`src/rtl/clock_pkg.sv`:
```
// Shared types and default timing for the game clock-tree sequencer.
package clock_pkg;

    typedef enum logic [2:0] {
        IDLE        = 3'd0,
        OSC_WAIT    = 3'd1,
        PLL_RST     = 3'd2,
        LOCK_WAIT   = 3'd3,
        LOCK_STABLE = 3'd4,
        RUN         = 3'd5,
        FAULT       = 3'd6
    } state_t;

    localparam int DEF_OSC_START_CYCLES    = 4;
    localparam int DEF_PLL_RESET_CYCLES    = 2;
    localparam int DEF_LOCK_TIMEOUT_CYCLES = 64;
    localparam int DEF_LOCK_STABLE_CYCLES  = 16;
    localparam int DEF_MAX_RETRIES         = 3;

    // Largest of the four timing constants; sizes the shared cycle counter.
    function automatic int max4(input int a, input int b, input int c, input int d);
        int m;
        m = a;
        if (b > m) m = b;
        if (c > m) m = c;
        if (d > m) m = d;
        return m;
    endfunction

endpackage

```
`src/rtl/sync_2ff.sv`:
```
// Two-flop synchroniser for a single asynchronous level into clk.
module sync_2ff (
    input  logic clk,
    input  logic rst_n,
    input  logic d,
    output logic q
);

    logic meta;

    // Two back-to-back flops; the first may go metastable, the second resolves it.
    always_ff @(posedge clk or negedge rst_n) begin
        if (!rst_n) begin
            meta <= 1'b0;
            q    <= 1'b0;
        end else begin
            // NOTE: non-blocking assignments make both flops sample on the same
            // edge; blocking here would collapse the chain into a single stage.
            meta <= d;
            q    <= meta;
        end
    end

endmodule

```
`src/rtl/clock_sequencer.sv`:
```
// Power-up / recovery sequencer: HFOSC enable, PLL reset, lock qualification,
// retry on lock timeout and game reset release. Outputs are decoded from state.
module clock_sequencer
    import clock_pkg::*;
#(
    parameter int OSC_START_CYCLES    = DEF_OSC_START_CYCLES,
    parameter int PLL_RESET_CYCLES    = DEF_PLL_RESET_CYCLES,
    parameter int LOCK_TIMEOUT_CYCLES = DEF_LOCK_TIMEOUT_CYCLES,
    parameter int LOCK_STABLE_CYCLES  = DEF_LOCK_STABLE_CYCLES,
    parameter int MAX_RETRIES         = DEF_MAX_RETRIES
) (
    input  logic                           clk,
    input  logic                           rst_n,
    input  logic                           start,
    input  logic                           pll_lock,
    output logic                           hfosc_enable,
    output logic                           pll_resetb,
    output logic                           game_reset_n,
    output logic                           clocks_ready,
    output logic                           fault,
    output logic [$clog2(MAX_RETRIES+1)-1:0] retry_count
);

    localparam int CNT_W = $clog2(max4(OSC_START_CYCLES, PLL_RESET_CYCLES,
                                       LOCK_TIMEOUT_CYCLES, LOCK_STABLE_CYCLES)) + 1;
    localparam int RC_W  = $clog2(MAX_RETRIES+1);

    localparam logic [CNT_W-1:0] OSC_LAST     = CNT_W'(OSC_START_CYCLES - 1);
    localparam logic [CNT_W-1:0] RST_LAST     = CNT_W'(PLL_RESET_CYCLES - 1);
    localparam logic [CNT_W-1:0] TIMEOUT_LAST = CNT_W'(LOCK_TIMEOUT_CYCLES - 1);
    localparam logic [CNT_W-1:0] STABLE_LAST  = CNT_W'(LOCK_STABLE_CYCLES - 1);
    localparam logic [RC_W-1:0]  RETRY_LIMIT  = RC_W'(MAX_RETRIES);

    state_t            state, state_next;
    logic [CNT_W-1:0]  cnt_q, cnt_next;
    logic [RC_W-1:0]   retry_q, retry_next;
    logic              lock_s;

    sync_2ff u_lock_sync (
        .clk   (clk),
        .rst_n (rst_n),
        .d     (pll_lock),
        .q     (lock_s)
    );

    // State, shared cycle counter and retry counter registers.
    always_ff @(posedge clk or negedge rst_n) begin
        if (!rst_n) begin
            state   <= IDLE;
            cnt_q   <= '0;
            retry_q <= '0;
        end else begin
            state   <= state_next;
            cnt_q   <= cnt_next;
            retry_q <= retry_next;
        end
    end

    // Next-state, counter update and Moore output decode.
    always_comb begin
        // NOTE: every signal driven here gets a default first so no path can
        // leave one unassigned and infer a latch.
        state_next   = state;
        retry_next   = retry_q;
        cnt_next     = cnt_q;
        hfosc_enable = 1'b0;
        pll_resetb   = 1'b0;
        game_reset_n = 1'b0;
        clocks_ready = 1'b0;
        fault        = 1'b0;

        // Dropping start aborts from anywhere and beats every other event.
        if (!start) begin
            state_next = IDLE;
        end else begin
            case (state)
                IDLE:        state_next = OSC_WAIT;
                OSC_WAIT:    if (cnt_q == OSC_LAST) state_next = PLL_RST;
                PLL_RST:     if (cnt_q == RST_LAST) state_next = LOCK_WAIT;
                LOCK_WAIT: begin
                    if (lock_s) begin
                        state_next = LOCK_STABLE;
                    end else if (cnt_q == TIMEOUT_LAST) begin
                        if (retry_q < RETRY_LIMIT) begin
                            retry_next = retry_q + 1'b1;
                            state_next = PLL_RST;
                        end else begin
                            state_next = FAULT;
                        end
                    end
                end
                // A lock drop wins over a completing stable count.
                LOCK_STABLE: begin
                    if (!lock_s)                    state_next = LOCK_WAIT;
                    else if (cnt_q == STABLE_LAST)  state_next = RUN;
                end
                RUN:         if (!lock_s) state_next = PLL_RST;
                FAULT:       state_next = FAULT;
                default:     state_next = IDLE;
            endcase
        end

        // Retries belong to one sequence: cleared in IDLE and once RUN is reached.
        if (state == IDLE || state_next == IDLE || state_next == RUN)
            retry_next = '0;

        // Shared counter restarts on every state change and saturates otherwise.
        if (state_next != state)
            cnt_next = '0;
        else if (cnt_q != '1)
            cnt_next = cnt_q + 1'b1;

        case (state)
            OSC_WAIT, PLL_RST: begin
                hfosc_enable = 1'b1;
            end
            LOCK_WAIT, LOCK_STABLE: begin
                hfosc_enable = 1'b1;
                pll_resetb   = 1'b1;
            end
            RUN: begin
                hfosc_enable = 1'b1;
                pll_resetb   = 1'b1;
                game_reset_n = 1'b1;
                clocks_ready = 1'b1;
            end
            FAULT: begin
                hfosc_enable = 1'b1;
                pll_resetb   = 1'b1;
                fault        = 1'b1;
            end
            default: ;
        endcase
    end

    assign retry_count = retry_q;

endmodule

```
`config.mk`:
```
export PLATFORM = sky130hd
export DESIGN_NAME = clock_sequencer
export DESIGN_NICKNAME = d
export VERILOG_FILES = /design/src/rtl/clock_pkg.sv /design/src/rtl/sync_2ff.sv /design/src/rtl/clock_sequencer.sv
export SDC_FILE = /design/constraint.sdc
export NUM_CORES = 1
export LEC_CHECK = 0
export CORE_ASPECT_RATIO = 1.5
export CORE_MARGIN = 2
export CORE_UTILIZATION = 25
export CTS_CLUSTER_SIZE = 20
export DETAILED_ROUTE_END_ITERATION = 10
export GPL_TIMING_DRIVEN = 0
export PLACE_DENSITY_LB_ADDON = 0.25
export SETUP_SLACK_MARGIN = 0.05
export SLEW_MARGIN = 20
export SYNTH_ARGS = -nofsm -noshare
export SYNTH_HDL_FRONTEND = slang
export SYNTH_SLANG_ARGS = --single-unit
```
`constraint.sdc`:
```
create_clock -name clk -period 2.1 [get_ports clk]
set_input_delay 0.42 -clock clk [delete_from_list [all_inputs] [get_ports clk]]
set_output_delay 0.42 -clock clk [all_outputs]
set_load 0.03 [all_outputs]
```
==> flow_summary.toml <==
[layout]
layout.cells.non_filler = 181
design_area_um2 = 1380
nets = 144
synthToLayoutAreaGrowth_pct = 25.3
drive_above_1_share_pct = 29.6
finish.utilization_pct = 32.5
antenna_cells = 0
num-fill-cells = 428
layout_common_cells = "a21oi_1, dfrtp_1, nor2_1"

[routing]
initialDrtViolationCount = 23
wl_mm = 2.73
dr.pass1.iters = 4
post-route-drc-count = 0
vias = 997
routed_via_density = 5.51
antenna_left = 0
drt-wirelength-per-cell_um = 15.1

[sta]
fin_crit_ps = 2010
clock.fmax_ghz = 0.497
tns_ps = 0
skew_ps = 7.94
finalCritPeriodShare_pct = 95.7
final-setup-viol-count = 0
finalHoldViolations = 0
worst_slew_pin_slew_ps = 628
drv_slew = 0
rsz0062_at_grt = "yes"
fin_hold_ws_ps = 372
max_slew_margin_pct = 57.8

[placed_design]
hpwl_mm = 2.12
port_buffers = 9
placed_area_um2 = 1250
dp_cells = 176
place_congestion = 0.913

[cts]
cts_buffer_depth = 2
numClockSinks = 14
cts_buffers = 3
path_clk_slew_ps = 60
cts_root_buf = "clkbuf_8"
ctsHtreeMaxLevel = 1
clk_latency_ps = 250
cts_tree = "done"

[worst_setup_path]
worst_ep_required_time_ps = 2280
critPathLaunchType = "flip-flop"
critPathMaxFanout = 7
worst-path-buf-inv = 0
worstPathCellList = "ha_4 -> nor4bb_2 -> a221oi_2 -> a2111oi_4 -> or3_4 -> a21oi_1"
max_stage_delay_ps = 470
reg2regPathDepth = 6
r2r_start = "cnt_q[0]"
cp_data_arrival_time_ps = 2190
startpoint = "cnt_q[0]"
end_kind = "flip-flop"
critical-path-top-delay-family = "simple AND/OR/NAND/NOR gates"
critical_path_class = "reg2reg"
rrSetupSlack_ps = 90
cp.depth = 6
cpMaxStageDelayCell = "or3_4"

[die]
rows = 29
io-pin-count = 11
dieHeight_um = 85.3
dieWidth_um = 58.2
core_um2 = 4250
dieArea_um2 = 4970
start_util_pct = 26.0

[logic_synthesis]
synth_fp_nets = 128
ys_types = 50
syn_area_um2 = 1100
synth-edff-count = 0
ys.flop_type = "dfrtp_1"
async_flop_share_pct = 100
yosys_warnings = 0
ys_ff_latch = 14
synth.avg_cell_area_um2 = 9.11
syn_inst = 121
synth_seq_area_share_pct = 31.8

[run]
cap_violations = 0

[pwr]
switchingPower_mw = 0.293
p_leak_nw = 0.565
switching_share_pct = 34.5
peakVddDrop_v = 0.000394
combPwrFrac_pct = 35.7
power.density_nw_per_um2 = 616
pwr-share-seq_pct = 38.5
clkPwrFrac_pct = 25.8
intPower_mw = 0.558

[global_route]
grt_pass1_vias = 963
grt.total_usage_pct = 11.4
grt_max_degree = 15
top_usage_layer = "met2"
use_met1_pct = 11.4
grt-ovfl-total = 0
grt_use_met2_pct = 21.2
antenna_found_initial = 0
globalRouteMet3Util_pct = 0.915
grt_pass1_wl_mm = 4.35

[worst_hold_path]
hold_depth = 0
min_from = "u_lock_sync.meta"
hp-class = "reg2reg"

[run_status]
status = "finished clean"
[what timing repair did]
action / CTS / global route
hold buffers: 0 / 0
pin swaps: 0 / 4
setup endpoints to repair: 14 / 13
gates cloned: 0 / 0
resized for setup: 14 / 14
buffers inserted: 0 / 3
[routing by layer]
layer,vias to the layer above,wire [µm]
li1,489,-
met1,489,1110
met2,12,1500
met3,7,39
met4,0,79
met5,-,0
[area by class of cell]
class	count	area, µm²	area share (%)
tap	46	57.6	4.17
inverter	4	15.0	1.09
multi-input combinational	95	744	53.9
clock buffer	3	41.3	2.99
timing repair buffer	12	111	8.06
sequential	14	353	25.5
buffer	7	58.8	4.26
[registers in the layout, indices dropped and copies added (netlist names)]
name,count
u_lock_sync.q,1
state,3
cnt_q,7
u_lock_sync.meta,1
retry_count,2
[final timing paths]
check	end
hold reg to reg	u_lock_sync.q
min in group asynchronous	cnt_q[6]
hold / removal	u_lock_sync.q
max in group asynchronous	state[2]
setup / recovery	cnt_q[6]
setup reg to reg	cnt_q[6]
[Yosys cell counts (all sizes together), types with 2 or more instances]
cell    instances  area (µm²)
xnor2           2        17.5
nand3b          2        15.0
o21ai           3        18.8
nor3            2        10.0
a21o            2        15.0
nand4b          2        17.5
o211ai          6        45.0
nor2            9        33.8
buf             4        31.3
ha              3        37.5
dfrtp          14         350
clkbuf          4        35.0
xor2            3        26.3
and2            2        13.8
mux2i           3        30.0
and3            4        26.3
nand2           6        22.5
nand3           3        20.0
nand4           2        12.5
inv             4        15.0
or3             2        12.5
a21oi          18        90.1
nor4            2        18.8
[power groups by stage]
stage	Clock (mW)	Sequential (mW)	Combinational, mW
detailed placement	0	0.323	0.270
CTS	0.224	0.326	0.275
floorplan	0	0.316	0.208
global route	0.240	0.329	0.333
finish	0.219	0.328	0.304
global placement	0	0.322	0.266
[metrics by stage]
stage | power (mW) | setup slack (ps)
3_5_place_dp | 0.593 | -140
2_1_floorplan | 0.524 | 154
6_report | 0.851 | 89.4
3_3_place_gp | 0.588 | -98.6
4_1_cts | 0.825 | 57.5
5_1_grt | 0.902 | -3.90
[kinds of logic (layout without fill, tap and decap cells)]
group / count (synthesis) / count (layout) / share of synthesized area [%]
compound gates: 41 / 41 / 26.7
mux: 3 / 3 / 2.72
buf+inv: 12 / 26 / 7.38
fa+ha+maj: 3 / 3 / 3.41
flops: 14 / 14 / 31.8
simple gates: 43 / 43 / 24.1
xor+xnor: 5 / 5 / 3.97
Power figures use the tool's default switching activity.
